<file path="src/rtl/find_max_pkg.sv">
// Shared types and constants for the find_MAX operand-stream transmitter.
package find_max_pkg;

    localparam int unsigned DATA_W    = 8;
    localparam int unsigned SEL_W     = 3;
    localparam int unsigned CNT_W     = 3;
    localparam int unsigned TUPLE_W   = 35;

    // Bit offsets of each field inside a packed tuple.
    localparam int unsigned INSTR_LSB = 27;
    localparam int unsigned A_LSB     = 19;
    localparam int unsigned B_LSB     = 11;
    localparam int unsigned C_LSB     = 3;
    localparam int unsigned SEL_LSB   = 0;

    typedef enum logic [1:0] {
        IDLE,
        START,
        BEAT,
        DONE
    } state_e;

    // Field order matches the offsets above: instr is the MSB field, sel the LSB field.
    typedef struct packed {
        logic [DATA_W-1:0] instr;
        logic [DATA_W-1:0] a;
        logic [DATA_W-1:0] b;
        logic [DATA_W-1:0] c;
        logic [SEL_W-1:0]  sel;
    } tuple_t;

endpackage

</file>
<file path="src/rtl/find_max_tuple_fifo.sv">
// Synchronous tuple FIFO with full/empty flags and an occupancy count.
module find_max_tuple_fifo #(
    parameter int unsigned DEPTH = 8,
    parameter int unsigned WIDTH = 35,
    localparam int unsigned PTR_W = $clog2(DEPTH),
    localparam int unsigned LVL_W = PTR_W + 1
) (
    input  logic             i_clk,
    input  logic             i_rst_n,
    input  logic             i_push,
    input  logic [WIDTH-1:0] i_wdata,
    input  logic             i_pop,
    output logic [WIDTH-1:0] o_rdata,
    output logic             o_full,
    output logic             o_empty,
    output logic [LVL_W-1:0] o_level
);

    logic [WIDTH-1:0] r_mem [DEPTH];
    logic [PTR_W-1:0] r_wptr;
    logic [PTR_W-1:0] r_rptr;
    logic [LVL_W-1:0] r_level;
    logic             w_push;
    logic             w_pop;

    assign o_full  = (r_level == LVL_W'(DEPTH));
    assign o_empty = (r_level == '0);
    assign o_level = r_level;
    assign o_rdata = r_mem[r_rptr];

    // A push on full is refused even if a pop frees a slot in the same cycle.
    assign w_push = i_push && !o_full;
    assign w_pop  = i_pop && !o_empty;

    // Storage array; contents are don't-care until written, so no reset.
    always_ff @(posedge i_clk) begin
        if (w_push) begin
            r_mem[r_wptr] <= i_wdata;
        end
    end

    // Pointers wrap naturally because DEPTH is a power of two.
    always_ff @(posedge i_clk or negedge i_rst_n) begin
        if (!i_rst_n) begin
            r_wptr  <= '0;
            r_rptr  <= '0;
            r_level <= '0;
        end else begin
            if (w_push) begin
                r_wptr <= r_wptr + 1'b1;
            end
            if (w_pop) begin
                r_rptr <= r_rptr + 1'b1;
            end
            case ({w_push, w_pop})
                2'b10:   r_level <= r_level + 1'b1;
                2'b01:   r_level <= r_level - 1'b1;
                default: r_level <= r_level;
            endcase
        end
    end

endmodule

</file>
<file path="src/rtl/find_max_stim_tx.sv">
// Transmit side of the find_MAX operand stream: queues tuples and, per command, emits
// start / count beats / done on registered outputs.
module find_max_stim_tx
    import find_max_pkg::*;
#(
    parameter int unsigned FIFO_DEPTH = 8,
    parameter int unsigned TUPLE_W    = 35,
    localparam int unsigned LVL_W     = $clog2(FIFO_DEPTH) + 1
) (
    input  logic              i_clk,
    input  logic              i_rst_n,
    input  logic              i_in_valid,
    output logic              o_in_ready,
    input  logic [DATA_W-1:0] i_in_instr,
    input  logic [DATA_W-1:0] i_in_a,
    input  logic [DATA_W-1:0] i_in_b,
    input  logic [DATA_W-1:0] i_in_c,
    input  logic [SEL_W-1:0]  i_in_sel,
    input  logic              i_cmd_valid,
    output logic              o_cmd_ready,
    input  logic [CNT_W-1:0]  i_cmd_count,
    output logic              o_start,
    output logic [CNT_W-1:0]  o_count,
    output logic              o_valid,
    output logic [DATA_W-1:0] o_data_a,
    output logic [DATA_W-1:0] o_data_b,
    output logic [DATA_W-1:0] o_data_c,
    output logic [DATA_W-1:0] o_instruction,
    output logic [SEL_W-1:0]  o_select,
    output logic              o_done,
    output logic              o_busy,
    output logic [LVL_W-1:0]  o_fifo_level
);

    state_e             r_state;
    state_e             w_state_d;
    logic [CNT_W-1:0]   r_count;
    logic [CNT_W-1:0]   w_count_d;
    logic [CNT_W-1:0]   r_beats_left;
    logic [CNT_W-1:0]   w_beats_d;
    logic               w_pop;
    logic               w_full;
    logic               w_empty;
    logic [TUPLE_W-1:0] w_wdata;
    logic [TUPLE_W-1:0] w_rdata;
    tuple_t             w_head;
    tuple_t             r_beat;
    logic               r_valid;

    assign w_wdata = {i_in_instr, i_in_a, i_in_b, i_in_c, i_in_sel};
    assign w_head  = w_rdata;

    find_max_tuple_fifo #(
        .DEPTH (FIFO_DEPTH),
        .WIDTH (TUPLE_W)
    ) u_fifo (
        .i_clk   (i_clk),
        .i_rst_n (i_rst_n),
        .i_push  (i_in_valid),
        .i_wdata (w_wdata),
        .i_pop   (w_pop),
        .o_rdata (w_rdata),
        .o_full  (w_full),
        .o_empty (w_empty),
        .o_level (o_fifo_level)
    );

    // Next state; a pop is taken on the edge that enters each beat cycle so the popped
    // tuple is on the outputs during that beat cycle.
    always_comb begin
        w_state_d = r_state;
        w_count_d = r_count;
        w_beats_d = r_beats_left;
        w_pop     = 1'b0;
        case (r_state)
            IDLE: begin
                if (i_cmd_valid) begin
                    w_state_d = START;
                    w_count_d = i_cmd_count;
                end
            end
            START: begin
                w_count_d = '0;
                if (r_count == '0) begin
                    w_state_d = DONE;
                end else begin
                    w_state_d = BEAT;
                    w_pop     = !w_empty;
                    w_beats_d = r_count - CNT_W'(w_pop);
                end
            end
            BEAT: begin
                if (r_beats_left == '0) begin
                    w_state_d = DONE;
                end else begin
                    w_pop     = !w_empty;
                    w_beats_d = r_beats_left - CNT_W'(w_pop);
                end
            end
            DONE:    w_state_d = IDLE;
            default: w_state_d = IDLE;
        endcase
    end

    // FSM state, latched count (non-zero only during START) and remaining beats.
    always_ff @(posedge i_clk or negedge i_rst_n) begin
        if (!i_rst_n) begin
            r_state      <= IDLE;
            r_count      <= '0;
            r_beats_left <= '0;
        end else begin
            r_state      <= w_state_d;
            r_count      <= w_count_d;
            r_beats_left <= w_beats_d;
        end
    end

    // Beat output register; zeroed on bubbles and outside transactions.
    always_ff @(posedge i_clk or negedge i_rst_n) begin
        if (!i_rst_n) begin
            r_valid <= 1'b0;
            r_beat  <= '0;
        end else if (w_pop) begin
            r_valid <= 1'b1;
            r_beat  <= w_head;
        end else begin
            r_valid <= 1'b0;
            r_beat  <= '0;
        end
    end

    assign o_in_ready    = !w_full;
    assign o_cmd_ready   = (r_state == IDLE);
    assign o_start       = (r_state == START);
    assign o_count       = r_count;
    assign o_done        = (r_state == DONE);
    assign o_busy        = (r_state != IDLE);
    assign o_valid       = r_valid;
    assign o_instruction = r_beat.instr;
    assign o_data_a      = r_beat.a;
    assign o_data_b      = r_beat.b;
    assign o_data_c      = r_beat.c;
    assign o_select      = r_beat.sel;

endmodule

</file>
<file path="config.mk">
export PLATFORM = sky130hd
export DESIGN_NAME = find_max_stim_tx
export DESIGN_NICKNAME = d
export VERILOG_FILES = /design/src/rtl/find_max_pkg.sv /design/src/rtl/find_max_tuple_fifo.sv /design/src/rtl/find_max_stim_tx.sv
export SDC_FILE = /design/constraint.sdc
export NUM_CORES = 1
export LEC_CHECK = 0
export CORE_ASPECT_RATIO = 1.2
export CORE_MARGIN = 5
export CORE_UTILIZATION = 58
export DETAILED_ROUTE_END_ITERATION = 8
export HOLD_SLACK_MARGIN = 0.15
export PLACE_DENSITY = 0.79
export SETUP_SLACK_MARGIN = 0.05
export SYNTH_ARGS = -nofsm -noshare
export SYNTH_HDL_FRONTEND = slang
export SYNTH_SLANG_ARGS = --single-unit
</file>
<file path="constraint.sdc">
create_clock -name i_clk -period 4.5 [get_ports i_clk]
set_clock_uncertainty 0.15 [all_clocks]
set_input_delay 0.9 -clock i_clk [delete_from_list [all_inputs] [get_ports i_clk]]
set_output_delay 0.9 -clock i_clk [all_outputs]
set_load 0.05 [all_outputs]
</file>
==> results of run 1 <==
-- through the flow --
step	instances	utilization [%]	total power, uW	setup slack [ns]	hold slack (ns)
floorplan	592	-	6820	0.0603	0.342
global route	1001	69.1	10800	1.02	0.421
global placement	944	64.3	7660	1.20	0.357
CTS	1001	69.1	10500	1.06	0.413
detailed placement	944	64.3	7810	1.13	0.396
finish	1001	69.1	10400	1.10	0.412
-- layout make-up --
type / instances / area share (%)
sequential: 334 / 65.3
multi-input combinational: 225 / 18.5
timing repair buffer: 105 / 6.83
clock buffer: 37 / 5.34
tap: 274 / 2.29
clock inverter: 19 / 1.60
inverter: 7 / 0.176
-- final timing paths --
check	to	slack (ns)	cells past startpoint
max reg2reg	u_fifo.o_level[2]	1.83	12
max in group asynchronous	u_fifo.r_rptr[1]	2.61	3
max	o_in_ready	1.10	2
min in group asynchronous	o_instruction[1]	0.69	2
min	u_fifo.r_wptr[0]	0.41	2
min reg2reg	u_fifo.r_wptr[0]	0.41	2
-- sequential cells by signal, summed over array words and instances (netlist names) --
signal,count
u_fifo.o_level,4
o_instruction,8
u_fifo.r_wptr,3
o_count,3
o_select,3
r_state,2
u_fifo.r_rptr,3
o_data_c,8
r_beats_left,3
u_fifo.r_mem,280
o_data_a,8
o_valid,1
o_data_b,8
-- metal layers --
metal  share of wire [%]  track usage [%]
met5                   0                0
met4                 2.1             5.90
met3                 5.7             2.80
met2                  53             34.5
met1                  39             25.7
-- timing repair --
| item | CTS | global route |
|---|---|---|
| hold buffers | 1 | 0 |
| gates resized for setup | 0 | 0 |
| endpoints found under the hold margin | 13 | 0 |
-- report_power, final --
group          internal (uW)  total [uW]  switching (uW)  leakage, uW
clock network           1560        2630            1070     0.000512
logic                   1440        3310            1870      0.00137
registers               3960        4420             464      0.00325
total                   6960       10400            3400      0.00513
-- worst max-delay path: stages, from the launching register on --
cell and delay [ns]:
sky130_fd_sc_hd__dfrtp_1 0.47, sky130_fd_sc_hd__or4b_4 0.62, sky130_fd_sc_hd__clkdlybuf4s50_1 0.72
-- Yosys cell counts --
master | n | area, sq um
sky130_fd_sc_hd__or4_2 | 1 | 8.76
sky130_fd_sc_hd__o21ai_0 | 3 | 15.0
sky130_fd_sc_hd__a22o_1 | 4 | 35.0
sky130_fd_sc_hd__xnor2_1 | 5 | 43.8
sky130_fd_sc_hd__nand2b_1 | 3 | 18.8
sky130_fd_sc_hd__nand3_1 | 3 | 15.0
sky130_fd_sc_hd__a21oi_1 | 9 | 45.0
sky130_fd_sc_hd__a31o_2 | 1 | 8.76
sky130_fd_sc_hd__buf_6 | 10 | 113
sky130_fd_sc_hd__mux2_4 | 1 | 15.0
sky130_fd_sc_hd__o41a_1 | 1 | 11.3
sky130_fd_sc_hd__and2_4 | 1 | 8.76
sky130_fd_sc_hd__buf_4 | 1 | 7.51
sky130_fd_sc_hd__nor3_1 | 2 | 10.0
sky130_fd_sc_hd__mux2i_1 | 37 | 370
sky130_fd_sc_hd__mux2_2 | 1 | 11.3
sky130_fd_sc_hd__xor2_1 | 4 | 35.0
sky130_fd_sc_hd__o21ai_2 | 1 | 8.76
sky130_fd_sc_hd__nor2_1 | 43 | 161
sky130_fd_sc_hd__o31ai_1 | 1 | 7.51
sky130_fd_sc_hd__or4b_1 | 1 | 10.0
sky130_fd_sc_hd__clkbuf_4 | 1 | 7.51
sky130_fd_sc_hd__nand2_1 | 8 | 30.0
sky130_fd_sc_hd__inv_1 | 7 | 26.3
sky130_fd_sc_hd__o32ai_1 | 2 | 17.5
sky130_fd_sc_hd__ha_1 | 11 | 138
sky130_fd_sc_hd__clkbuf_1 | 1 | 3.75
sky130_fd_sc_hd__edfxtp_1 | 280 | 8410
sky130_fd_sc_hd__or2_4 | 1 | 8.76
sky130_fd_sc_hd__a31oi_1 | 1 | 6.26
sky130_fd_sc_hd__mux4_2 | 70 | 1580
sky130_fd_sc_hd__dfrtp_1 | 54 | 1350
sky130_fd_sc_hd__nor2b_1 | 3 | 18.8
sky130_fd_sc_hd__nand2_4 | 1 | 11.3
sky130_fd_sc_hd__or3_1 | 2 | 12.5
sky130_fd_sc_hd__o31a_1 | 2 | 17.5
sky130_fd_sc_hd__buf_2 | 13 | 65.1
sky130_fd_sc_hd__or4b_4 | 1 | 13.8
sky130_fd_sc_hd__or3_2 | 1 | 7.51
-- kinds of logic (layout without fill, tap and decap cells) --
| logic type | after synthesis | in the layout | share of synthesized area, % |
|---|---|---|---|
| flip-flops | 334 | 334 | 77.0 |
| multiplexers | 109 | 109 | 15.6 |
| AND/OR/NAND/NOR | 71 | 71 | 2.64 |
| buffers and inverters | 33 | 168 | 1.76 |
| AO/OA/AOI/OAI | 25 | 25 | 1.36 |
| adder cells (fa/ha/maj) | 11 | 11 | 1.09 |
| XOR/XNOR | 9 | 9 | 0.622 |
==> metrics.log, run 1 <==
INFO  metric outcome = finished clean
INFO  metric drt-total-wl = 24,000 um
INFO  metric post_route_cells_drive_above_1_share = a little over a fifth
INFO  metric rsz0062_at_grt = false
INFO  metric layout.cell_area.non_filler = between 10,000 and 15,000 sq um
INFO  metric crit_required = ~3.5 ns
INFO  metric number_of_setup_violations_in_the_final_report = 0
INFO  metric gpl.final_weighted_congestion = 0.748
INFO  metric multiInputGateArea = ~2800 sq um
INFO  metric ios = 90
INFO  metric worst_setup_path_startpoint = u_fifo.o_level[2]
INFO  metric grt_antenna_before_repair = 0
INFO  metric clock_tree.root_cell = sky130_fd_sc_hd__clkbuf_16
INFO  metric post_cts_setup_inserts = 0
INFO  metric cts_tree = yes
INFO  metric vdd_ir_drop_max = between 0.6 and 0.7 mV
INFO  metric grt_pass1_vias = about 6,500
INFO  metric grt_max_degree = 73
INFO  metric globalRouteTotalUtil = around a fifth
INFO  metric timing.max_cap.violations = 0
INFO  metric postSynthAreaPerCell = around 21 sq um
INFO  metric detail_route.iter0.violations = about 470
INFO  metric pwr_density_cell = roughly 690 nW/um^2
INFO  metric clock-sinks = 334
INFO  metric die_y = around 170 um
INFO  metric final-seq-area = slightly below 10,000 sq um
INFO  metric seq_area_frac_synth = between 70% and 80%
INFO  metric worst_slew_pin_slew = ~1.0 ns
INFO  metric setup_total_negative_slack = 0 ns
INFO  metric crit_path_start_kind = flip-flop
INFO  metric final_antenna_net_count = 0
INFO  metric period_needed = ~3.4 ns
INFO  metric cp.arrival = roughly 2.4 ns
INFO  metric netlist-cell-type-count = 39
INFO  metric buffer_ports.inserted = between 80 and 90
INFO  metric wire_length_of_the_first_global_routing_pass = 37,600 um
INFO  metric timing.final.crit_share = between 70% and 80%
INFO  metric die_x = about 140 um
INFO  metric timing.critical_path.fanout_max = 8
INFO  metric nNetsFinal = between 700 and 800
INFO  metric tritoncts.num_buffers = 30
INFO  metric filler_cell_count = between 1,000 and 1,500
INFO  metric worstReg2RegStart = r_state[0]
INFO  metric syn-cell-area = ~13,000 sq um
INFO  metric drcViolationCount = 0
INFO  metric num_antenna_cells = 0
INFO  metric critical_path_class = flip-flop to output pin
INFO  metric drt_first_pass_iters = 5
INFO  metric worst_setup_path_end_kind = output pin
INFO  metric hold_path_startpoint = u_fifo.r_wptr[0]
INFO  metric finalHoldViolations = 0
INFO  metric timing.slew.headroom = between 30% and 40%
INFO  metric commonest_cells_after_routing_fill_and_taps_aside = 280 x sky130_fd_sc_hd__edfxtp_1, 88 x sky130_fd_sc_hd__clkdlybuf4s50_1, 70 x sky130_fd_sc_hd__mux4_2
INFO  metric global_route_overflow = 0
INFO  metric cts_max_path_buffers = 3
INFO  metric placementRows = between 50 and 60
INFO  metric number_of_synthesis_warnings = 0
INFO  metric detailed_place_hpwl = about 14,000 um
INFO  metric place_area = 13,900 sq um
INFO  metric die_area = 24,900 sq um
INFO  metric min_path_type = flip-flop to flip-flop
INFO  metric layout.cells.most_common = sky130_fd_sc_hd__edfxtp_1
INFO  metric core-area = approximately 22,000 sq um
INFO  metric detail_route.wl_per_cell = between 20 and 25 um
INFO  metric drt-vias-per-instance = roughly 6.0
INFO  metric total_leakage_power = between 0.005 and 0.006 uW
INFO  metric insertion_delay = 0.55 ns
INFO  metric synthesized_instance_count = just under 600
INFO  metric number_of_levels_in_the_clock_h_tree = 1
INFO  metric synth-seq-cells = 334
INFO  metric slew_violations = 0
INFO  metric floorplan.initialDensity = around three fifths
INFO  metric synthesis.nets = 645
INFO  metric fmax = ~0.29 GHz
INFO  metric layout-area-overhead-vs-synth = 17.9%
INFO  metric vias = 6,056
INFO  metric clk_pin_slew_worst_paths = 0.06 ns
Note: power is estimated with default switching activity, not from simulation.
==> run 2: changes to the inputs <==
==> constraint.sdc (replaced) <==
create_clock -name i_clk -period 3.4 [get_ports i_clk]
set_clock_uncertainty 0.15 [all_clocks]
set_input_delay 0.68 -clock i_clk [delete_from_list [all_inputs] [get_ports i_clk]]
set_output_delay 0.68 -clock i_clk [all_outputs]
set_load 0.05 [all_outputs]
==> run 2 against run 1 <==
Largest power group unchanged. Via count fell by 0.23%. Die area did not move. Global-route usage rose by 0.36 points. Sequential share of layout area fell by 0.47 points. Register-to-register slack got worse by 1.1 ns. Total power rose by 34%. Flip-flop and latch count did not move. Critical path depth did not move.
==> metrics.log, run 2 (synthesized netlist as in run 1, its figures left out) <==
INFO  metric gpl.final_weighted_congestion = about 0.77
INFO  metric postCtsHoldBufs = 1
INFO  metric end_of_the_critical_path = o_in_ready
INFO  metric slew_violations = 0
INFO  metric core-area = ~22,000 sq um
INFO  metric cp.arrival = 2.37 ns
INFO  metric drt-total-wl = roughly 25,000 um
INFO  metric worst_setup_path_end_kind = output pin
INFO  metric p_int = between 9000 and 10,000 uW
INFO  metric tritoncts.num_buffers = 31
INFO  metric die_y = between 150 and 200 um
INFO  metric rsz0062_at_grt = false
INFO  metric ios = 90
INFO  metric detail_route.wl_per_cell = between 20 and 25 um
INFO  metric crit_path_start_kind = flip-flop
INFO  metric share_comb_of_total_power = 32.1%
INFO  metric grt_antenna_before_repair = 0
INFO  metric regMostFlops = u_fifo.r_mem
INFO  metric clock_tree.root_cell = sky130_fd_sc_hd__clkbuf_16
INFO  metric chain_of_cells_forming_the_critical_path = or4b_4 -> clkdlybuf4s50_1
INFO  metric commonest_cells_after_routing_fill_and_taps_aside = 280 x sky130_fd_sc_hd__edfxtp_1, 88 x sky130_fd_sc_hd__clkdlybuf4s50_1, 70 x sky130_fd_sc_hd__mux4_2
INFO  metric largest_register_ffs = between 200 and 300
INFO  metric clk_pin_slew_worst_paths = ~0.060 ns
INFO  metric finalHoldViolations = 0
INFO  metric cp_slowest_cell = sky130_fd_sc_hd__clkdlybuf4s50_1
INFO  metric total_leakage_power = around 0.0052 uW
INFO  metric critical_path_class = flip-flop to output pin
INFO  metric timing.critical_path.fanout_max = 8
INFO  metric wire_length_of_the_first_global_routing_pass = around 39,000 um
INFO  metric cts_tree = yes
INFO  metric layout-area-overhead-vs-synth = 18.8%
INFO  metric critical_path_max_stage_delay = 0.72 ns
INFO  metric hold_path_startpoint = u_fifo.o_level[3]
INFO  metric pwr_density_cell = around 920 nW/um^2
INFO  metric detail_route.iter0.violations = 494
INFO  metric worst_setup_path_startpoint = u_fifo.o_level[2]
INFO  metric cts_repair_resize_count = 0
INFO  metric timing.final.crit_share = a little over nine tenths
INFO  metric fmax = approximately 0.31 GHz
INFO  metric post_route_cells_drive_above_1_share = between 20% and 30%
INFO  metric timing.slew.headroom = between 30% and 40%
INFO  metric reg2reg_depth = 12
INFO  metric fraction_of_power_consumed_by_the_clock_network = 25.7%
INFO  metric buffer_ports.inserted = 89
INFO  metric grt_max_degree = 63
INFO  metric number_of_levels_in_the_clock_h_tree = 1
INFO  metric nNetsFinal = 764
INFO  metric detailed_place_hpwl = roughly 14,000 um
INFO  metric die_x = ~140 um
INFO  metric drcViolationCount = 0
INFO  metric final-instance-count-excl-fill = about 1,000
INFO  metric timing.rr.end = u_fifo.o_level[2]
INFO  metric fraction_of_power_spent_switching_nets = between 30% and 40%
INFO  metric floorplan.initialDensity = around three fifths
INFO  metric period_needed = between 3 and 4 ns
INFO  metric drt_first_pass_iters = 7
INFO  metric numPlacedInstances = about 950
INFO  metric layout.cells.most_common = sky130_fd_sc_hd__edfxtp_1
INFO  metric outcome = finished clean
INFO  metric power_frac_seq = 42.2%
INFO  metric placementRows = between 50 and 60
INFO  metric post-route-worst-setup-slack = between 0.2 and 0.25 ns
INFO  metric worst_r2r_setup_slack = between 0.7 and 0.8 ns
INFO  metric die_area = around 25,000 sq um
INFO  metric worst_slew_pin_slew = between 0.9 and 1 ns
INFO  metric globalRouteTotalUtil = between 15 and 20%
INFO  metric layout.cell_area.non_filler = between 15,000 and 20,000 sq um
INFO  metric post_cts_setup_inserts = 0
INFO  metric worstSetupPathDepth = 2
INFO  metric global_route_overflow = 0
INFO  metric utilization = 69.6%
INFO  metric vdd_ir_drop_max = approximately 0.63 mV
INFO  metric path_buf_inv = 1
INFO  metric place_area = 14,000 sq um
INFO  metric insertion_delay = around 0.56 ns
INFO  metric num_antenna_cells = 0
INFO  metric number_of_setup_violations_in_the_final_report = 0
INFO  metric final_antenna_net_count = 0
INFO  metric clock-sinks = 334
INFO  metric post-place-ws = 0.613 ns
INFO  metric cts_max_path_buffers = 3
INFO  metric worstReg2RegStart = r_state[0]
INFO  metric grt_pass1_vias = 6,582
INFO  metric path_delay_family = buffers and inverters
INFO  metric drt-vias-per-instance = between 5 and 6
INFO  metric vias = ~6,000
INFO  metric timing.max_cap.violations = 0
INFO  metric min_path_type = flip-flop to flip-flop
INFO  metric setup_total_negative_slack = 0 ns
INFO  metric power.net_switching = between 4000 and 5000 uW
INFO  metric crit_required = 2.57 ns
[run 2: cell count changes in the layout (fill, tap and decap cells not counted)]
cell / previous run / this run
sky130_fd_sc_hd__clkinv_4: 2 / 1
sky130_fd_sc_hd__inv_6: 1 / 2
sky130_fd_sc_hd__clkinv_1: 3 / 7
sky130_fd_sc_hd__clkinv_2: 7 / 5
sky130_fd_sc_hd__nor3_4: 0 / 2
sky130_fd_sc_hd__bufinv_16: 5 / 6
sky130_fd_sc_hd__buf_12: 1 / 3
sky130_fd_sc_hd__nor3_2: 2 / 0
sky130_fd_sc_hd__buf_4: 14 / 19
sky130_fd_sc_hd__clkinv_8: 1 / 0
[run 2: area by class of cell]
| cell class | count | area, sq um |
|---|---|---|
| Fill cell | 1250 | 6570 |
| Tap cell | 274 | 343 |
| Sequential cell | 334 | 9770 |
| Clock inverter | 21 | 258 |
| Timing Repair Buffer | 112 | 1100 |
| Multi-Input combinational cell | 225 | 2770 |
| Inverter | 7 | 26.3 |
| Clock buffer | 37 | 798 |
[run 2: stage by stage]
stage / total power (uW) / hold slack [ns]
final: 13800 / 0.380
after global routing: 14500 / 0.425
after CTS: 14000 / 0.386
after detailed placement: 10400 / 0.373
after global placement: 10200 / 0.360
after floorplan: 9020 / 0.234
[run 2: power groups by stage]
stage | Sequential (uW) | Clock [uW] | Combinational (uW)
3_3_place_gp | 5850 | 0 | 4340
5_1_grt | 5930 | 3800 | 4780
2_1_floorplan | 6310 | 0 | 2720
6_report | 5840 | 3550 | 4450
4_1_cts | 5850 | 3610 | 4510
3_5_place_dp | 5910 | 0 | 4460
[run 2: layer usage]
layer  GRT usage, %  part of all wire [%]  wire [um]
met1           26.7                    40       9880
met2           35.5                    53      13100
met3           2.83                   4.7       1160
met4           4.22                   1.7        408
met5              0                     0          0
[run 2: worst min path at each step]
stage	cells after the start	endpoint
6_report	1	u_fifo.o_level[3]
5_1_grt	1	u_fifo.o_level[3]
4_1_cts	1	u_fifo.o_level[3]
3_5_place_dp	2	u_fifo.r_wptr[0]
3_3_place_gp	1	u_fifo.o_level[3]
2_1_floorplan	0	o_count[0]
[run 2: worst reg2reg max path, cell delays in order, from the launching register on]
cell	delay, ns
sky130_fd_sc_hd__dfrtp_1	0.42
sky130_fd_sc_hd__inv_1	0.09
sky130_fd_sc_hd__ha_1	0.29
sky130_fd_sc_hd__o31a_1	0.17
sky130_fd_sc_hd__o21ai_4	0.15
sky130_fd_sc_hd__inv_1	0.07
sky130_fd_sc_hd__ha_1	0.26
sky130_fd_sc_hd__xor2_1	0.18
sky130_fd_sc_hd__ha_1	0.19
sky130_fd_sc_hd__a21oi_1	0.17
sky130_fd_sc_hd__xor2_1	0.17
sky130_fd_sc_hd__nor2_1	0.08
sky130_fd_sc_hd__xor2_1	0.14
